### src/rtl/mux41_rr_arbiter_if.sv
// rtl/mux41_rr_arbiter_if.sv - request/data/grant bundle between requesters and the 4:1 round-robin arbiter (ilock present with MUX41_ARB_LOCK_EN)
interface mux41_rr_arbiter_if #(
    parameter int W = 4
);
    logic [3:0]   ireq;
    logic [W-1:0] ic0;
    logic [W-1:0] ic1;
    logic [W-1:0] ic2;
    logic [W-1:0] ic3;
    logic [3:0]   ogrant;
    logic [1:0]   os;
    logic [W-1:0] oz;
    logic         ovalid;
    logic         obusy;
`ifdef MUX41_ARB_LOCK_EN
    logic         ilock;

    modport master (
        output ireq, ic0, ic1, ic2, ic3, ilock,
        input  ogrant, os, oz, ovalid, obusy
    );
    modport slave (
        input  ireq, ic0, ic1, ic2, ic3, ilock,
        output ogrant, os, oz, ovalid, obusy
    );
`else
    modport master (
        output ireq, ic0, ic1, ic2, ic3,
        input  ogrant, os, oz, ovalid, obusy
    );
    modport slave (
        input  ireq, ic0, ic1, ic2, ic3,
        output ogrant, os, oz, ovalid, obusy
    );
`endif
endinterface

### src/rtl/mux41_rr_arbiter.sv
// rtl/mux41_rr_arbiter.sv - round-robin sequencer sharing one 4:1 W-bit mux; MUX41_ARB_LOCK_EN adds ilock grant extension
module mux41_rr_arbiter #(
    parameter int W    = 4,
    parameter int HOLD = 4
) (
    input  logic                iclk,
    input  logic                irst_n,
    mux41_rr_arbiter_if.slave   bus
);
    localparam int CW = (HOLD > 1) ? $clog2(HOLD) : 1;
    localparam logic [CW-1:0] CNT_LOAD = CW'(HOLD - 1);

    typedef enum logic {IDLE, BUSY} state_t;

    state_t       state;
    logic [1:0]   last;
    logic [CW-1:0] cnt;
    logic [3:0]   grant_r;
    logic [1:0]   s_r;
    logic [W-1:0] z_r;
    logic         valid_r;

    logic [1:0]   winner;
    logic [W-1:0] sel_word;
    logic         lock_hold;
    logic         end_grant;

    // Scan from last+4 down to last+1 so the nearest successor of last wins.
    function automatic logic [1:0] pick(input logic [1:0] from, input logic [3:0] req);
        logic [1:0] idx;
        pick = from;
        for (int k = 4; k >= 1; k--) begin
            idx = from + 2'(k);
            if (req[idx]) pick = idx;
        end
    endfunction

    assign winner = pick(last, bus.ireq);

    always_comb begin
        sel_word = bus.ic0;
        case (s_r)
            2'd1:    sel_word = bus.ic1;
            2'd2:    sel_word = bus.ic2;
            2'd3:    sel_word = bus.ic3;
            default: sel_word = bus.ic0;
        endcase
    end

`ifdef MUX41_ARB_LOCK_EN
    assign lock_hold = bus.ilock & bus.ireq[s_r];
`else
    assign lock_hold = 1'b0;
`endif

    assign end_grant = !bus.ireq[s_r] || ((cnt == '0) && !lock_hold);

    always_ff @(posedge iclk) begin
        if (!irst_n) begin
            state   <= IDLE;
            last    <= 2'd3;
            cnt     <= '0;
            grant_r <= 4'b0000;
            s_r     <= 2'd0;
            z_r     <= '0;
            valid_r <= 1'b0;
        end else begin
            case (state)
                IDLE: begin
                    valid_r <= 1'b0;
                    if (|bus.ireq) begin
                        grant_r <= 4'b0001 << winner;
                        s_r     <= winner;
                        last    <= winner;
                        cnt     <= CNT_LOAD;
                        state   <= BUSY;
                    end
                end
                BUSY: begin
                    if (bus.ireq[s_r]) begin
                        z_r     <= sel_word;
                        valid_r <= 1'b1;
                    end else begin
                        valid_r <= 1'b0;
                    end
                    if (end_grant) begin
                        // last equals s_r here, so winner already rotates past the finished grant.
                        if (|bus.ireq) begin
                            grant_r <= 4'b0001 << winner;
                            s_r     <= winner;
                            last    <= winner;
                            cnt     <= CNT_LOAD;
                        end else begin
                            grant_r <= 4'b0000;
                            state   <= IDLE;
                        end
                    end else if (!lock_hold) begin
                        cnt <= cnt - 1'b1;
                    end
                end
                default: state <= IDLE;
            endcase
        end
    end

    assign bus.ogrant = grant_r;
    assign bus.os     = s_r;
    assign bus.oz     = z_r;
    assign bus.ovalid = valid_r;
    assign bus.obusy  = (state == BUSY);
endmodule

### src/flat_wrapper.sv
// flat-port wrapper written by rule: the top's interface ports become plain ports
module mux41_rr_arbiter_flat 
#(
    parameter int W    = 4,
    parameter int HOLD = 4
)
  (iclk, irst_n, bus_ireq, bus_ic0, bus_ic1, bus_ic2, bus_ic3, bus_ogrant, bus_os, bus_oz, bus_ovalid, bus_obusy);
  mux41_rr_arbiter_if #(.W(W)) bus_i ();
  input  logic iclk;
  input  logic irst_n;
  input wire logic [$bits(bus_i.ireq)-1:0] bus_ireq;
  input wire logic [$bits(bus_i.ic0)-1:0] bus_ic0;
  input wire logic [$bits(bus_i.ic1)-1:0] bus_ic1;
  input wire logic [$bits(bus_i.ic2)-1:0] bus_ic2;
  input wire logic [$bits(bus_i.ic3)-1:0] bus_ic3;
  output wire logic [$bits(bus_i.ogrant)-1:0] bus_ogrant;
  output wire logic [$bits(bus_i.os)-1:0] bus_os;
  output wire logic [$bits(bus_i.oz)-1:0] bus_oz;
  output wire logic [$bits(bus_i.ovalid)-1:0] bus_ovalid;
  output wire logic [$bits(bus_i.obusy)-1:0] bus_obusy;
  assign bus_i.ireq = bus_ireq;
  assign bus_i.ic0 = bus_ic0;
  assign bus_i.ic1 = bus_ic1;
  assign bus_i.ic2 = bus_ic2;
  assign bus_i.ic3 = bus_ic3;
  assign bus_ogrant = bus_i.ogrant;
  assign bus_os = bus_i.os;
  assign bus_oz = bus_i.oz;
  assign bus_ovalid = bus_i.ovalid;
  assign bus_obusy = bus_i.obusy;
  mux41_rr_arbiter #(.W(W), .HOLD(HOLD)) u_core (.iclk(iclk), .irst_n(irst_n), .bus(bus_i));
endmodule
### config.mk
export PLATFORM = sky130hd
export DESIGN_NAME = mux41_rr_arbiter_flat
export DESIGN_NICKNAME = d
export VERILOG_FILES = /design/src/rtl/mux41_rr_arbiter_if.sv /design/src/rtl/mux41_rr_arbiter.sv /design/src/flat_wrapper.sv
export SDC_FILE = /design/constraint.sdc
export NUM_CORES = 1
export LEC_CHECK = 0
export BUFFER_PORTS_ARGS = -buffer_cell sky130_fd_sc_hd__buf_2
export CAP_MARGIN = 15
export CELL_PAD_IN_SITES_DETAIL_PLACEMENT = 1
export CELL_PAD_IN_SITES_GLOBAL_PLACEMENT = 2
export CORE_AREA = 2 2 58 60
export CTS_CLUSTER_DIAMETER = 30
export DETAILED_ROUTE_END_ITERATION = 8
export DIE_AREA = 0 0 60 62
export HOLD_SLACK_MARGIN = 0.02
export PLACE_DENSITY_LB_ADDON = 0.1
export SYNTH_ARGS = -nofsm -noshare
export SYNTH_HDL_FRONTEND = slang
export SYNTH_SLANG_ARGS = --single-unit
### constraint.sdc
create_clock -name iclk -period 4.2 [get_ports iclk]
set_input_delay 0.21 -clock iclk [delete_from_list [all_inputs] [get_ports iclk]]
set_output_delay 0.21 -clock iclk [all_outputs]
set_load 0.1 [all_outputs]
==> impl_metrics.tcl <==
set metrics [dict create \
    skew_ns 0.00427 \
    irDropWorstVdd_uv 235 \
    drt_wl_total_um 2130 \
    synthDominantCellAreaShare 0.366 \
    cts_resized 0 \
    drt_iter0_drc 9 \
    slew_headroom 0.559 \
    fin_crit_sh 0.443 \
    reg2reg_from "u_core.bus.os[0]$_SDFFE_PN0P_" \
    hp-class "input port to register" \
    wl_per_cell_um 13.2 \
    async_flop_share 0 \
    layoutNonFillerInstCount 161 \
    period_needed_ns 1.86 \
    slew_viol_final 0 \
    dp_cells 157 \
    hold_buffers 0 \
    clk_pin_slew_worst_paths_ns 0.10 \
    synth_top_area_cell "dfxtp_1" \
    cts_made_buffers 3 \
    crit_required_ns 4.38 \
    r2r-end "u_core.bus.oz[0]$_SDFFE_PN0P_" \
    initial_core_util 0.275 \
    yosysUniqueCellTypes 37 \
    fill_cells 373 \
    place.gp.congestion 0.740 \
    syn_area_um2 876 \
    hold_viol_final 0 \
    ys_ff_latch 16 \
    cts.path.max_buffers 2 \
    drc 0 \
    rsz0062_at_grt "no" \
    synth.most_common_cell "dfxtp_1" \
    worst_slew_pin_slew_ns 0.655 \
    final_util 0.348 \
    vias_per_cell 4.95 \
    dp_hpwl_um 1670 \
    path_max_fanout 9 \
    synth_fp_nets 105 \
    clk_latency_ns 0.29 \
    cts_tree "done" \
    setup_viol 0 \
    synth.top_cells.by_count "dfxtp_1 (16), mux2i_1 (7), nor2_1 (7), a21oi_1 (6), mux4_2 (4)" \
    cts_setup_buffers 0 \
    synthCells 82 \
    numClockSinks 16 \
    grt_pass1_wl_um 3670 \
    yosysWarnings 0 \
    grt_start_max_net_pins 10 \
    status "completed" \
    yosysSeqAreaShare 0.366 \
    avgSynthCellArea_um2 10.7 \
    ant_nets 0 \
    p_per_area_mw_per_mm2 478 \
    p_leak_nw 0.508 \
    std_cell_rows 21 \
    coreArea_mm2 0.00318 \
    ys.flop_type "dfxtp_1" \
    numPortBuffers 33 \
    die_y_um 62 \
    worstSetupPathType "register to register" \
    gr-usage-all-layers 0.132 \
    crit_end "u_core.bus.oz[0]$_SDFFE_PN0P_" \
    synth.area.top_cells "dfxtp_1 (37%), mux4_2 (10%), mux2i_1 (8.0%), a21oi_1 (3.4%), mux4_1 (3.0%)" \
    vias 797 \
    dieArea_mm2 0.00372 \
    crit_start "u_core.bus.os[0]$_SDFFE_PN0P_" \
    r2r_cells 4 \
    synth_edf_count 0 \
    nets 139 \
    final_cell_area_mm2 0.00110 \
    fmax_mhz 538 \
    ff2ff_setup_slack_ns 2.34 \
    place_area_mm2 0.00107 \
    fin_setup_tns_ns 0 \
    antenna_found_initial 0 \
    drv_cap 0 \
    worstPathArrival_ns 2.04 \
    drive_above_1_share 0.443 \
    htreeDepth 1 \
    die_x_um 60 \
    ios 34 \
    firstDrtPassIters 2 \
    cts_root_buf "clkbuf_4" \
    syn2layout_area_growth_pct 26.1 \
    crit_path_end_kind "register" \
    diodes 0 \
    overflow 0 \
    start_kind "register" \
    grt_pass1_vias 829 \
]
-- cell type report --
class                           count  area [um^2]  area share
Sequential cell                    16          320       0.290
Clock buffer                        4         36.3      0.0328
Multi-Input combinational cell     58          510       0.462
Inverter                            4         15.0      0.0136
Timing Repair Buffer               33          165       0.149
Tap cell                           46         57.6      0.0521
-- flip-flops by register name, indices dropped and copies added (netlist names) --
register / cells
u_core.bus.os: 2
u_core.bus.obusy: 1
u_core.bus.ogrant: 4
u_core.last: 2
u_core.bus.oz: 4
u_core.bus.ovalid: 1
u_core.cnt: 2
-- through the flow --
stage / setup WS [ns] / power (mW) / hold slack (ns)
after CTS: 2.27 / 0.538 / 0.153
after global routing: 2.16 / 0.562 / 0.151
after detailed placement: 2.29 / 0.431 / 0.446
after floorplan: 1.91 / 0.389 / 0.286
after global placement: 2.32 / 0.429 / 0.450
final: 2.34 / 0.529 / 0.161
-- cells by family (layout without fill, tap and decap cells) --
| kind of cell | count (synthesis) | in the layout | share of synthesized area |
|---|---|---|---|
| buffers and inverters | 8 | 41 | 0.0514 |
| and+or+nand+nor | 22 | 22 | 0.150 |
| AOI/OAI and AO/OA | 23 | 23 | 0.206 |
| DFF | 16 | 16 | 0.366 |
| muxes | 12 | 12 | 0.213 |
| adders and majority gates | 1 | 1 | 0.0143 |
-- routing by layer --
metal / global-route usage / wire, um
met1: 0.137 / 849
met2: 0.262 / 1150
met3: 0.0248 / 118
met4: 0.0476 / 13
met5: 0 / 0
-- critical path, cell delays in order, from the launching register on --
cell and delay [ns]:
dfxtp_1 0.60, mux4_1 0.60, nand2_1 0.26, mux2i_1 0.24
nor2_1 0.05
-- how the worst min path moves through the flow --
stage,slack (ns),end,cells after the start,from
floorplan,0.29,u_core.last[0]$_SDFFE_PN1P_,1,irst_n
global placement,0.45,u_core.bus.ogrant[1]$_SDFFE_PN0P_,1,u_core.bus.ogrant[1]$_SDFFE_PN0P_
detailed placement,0.45,u_core.bus.ogrant[3]$_SDFFE_PN0P_,1,u_core.bus.ogrant[3]$_SDFFE_PN0P_
CTS,0.15,u_core.last[0]$_SDFFE_PN1P_,2,irst_n
global route,0.15,u_core.last[0]$_SDFFE_PN1P_,2,irst_n
finish,0.16,u_core.last[0]$_SDFFE_PN1P_,2,irst_n
-- report_power, final --
| part | leakage [nW] | internal (mW) | switching, mW | total [mW] |
|---|---|---|---|---|
| sequential | 0.132 | 0.172 | 0.0238 | 0.196 |
| clock | 0.0210 | 0.0528 | 0.0515 | 0.104 |
| combinational | 0.355 | 0.0687 | 0.160 | 0.229 |
-- cell usage in the layout, fill, tap and decap left out --
cell | synthesis | layout
a311oi_1 | 1 | 1
buf_2 | 0 | 33
nand2b_1 | 1 | 1
nor3_1 | 2 | 2
dfxtp_1 | 16 | 16
nor4_1 | 1 | 1
o2bb2ai_1 | 2 | 2
a21oi_1 | 6 | 6
or4_1 | 1 | 1
a21oi_4 | 1 | 1
inv_1 | 3 | 3
and2_4 | 2 | 2
clkbuf_4 | 0 | 3
mux4_2 | 4 | 4
o22ai_1 | 1 | 1
ha_1 | 1 | 1
mux2i_1 | 7 | 7
o31ai_1 | 1 | 1
o21ai_0 | 2 | 2
o311ai_0 | 1 | 1
o22a_2 | 1 | 1
or3b_2 | 1 | 1
clkinv_1 | 1 | 1
nand2_1 | 2 | 2
nor3b_1 | 1 | 1
and3b_2 | 1 | 1
o221ai_1 | 1 | 1
a211o_1 | 1 | 1
o31a_2 | 1 | 1
a211oi_1 | 1 | 1
a32o_2 | 2 | 2
mux4_1 | 1 | 1
or2_4 | 1 | 1
or2b_1 | 1 | 1
clkbuf_8 | 0 | 1
nor2_1 | 7 | 7
o211ai_1 | 1 | 1
nand3b_1 | 1 | 1
Power figures use the tool's default switching activity.
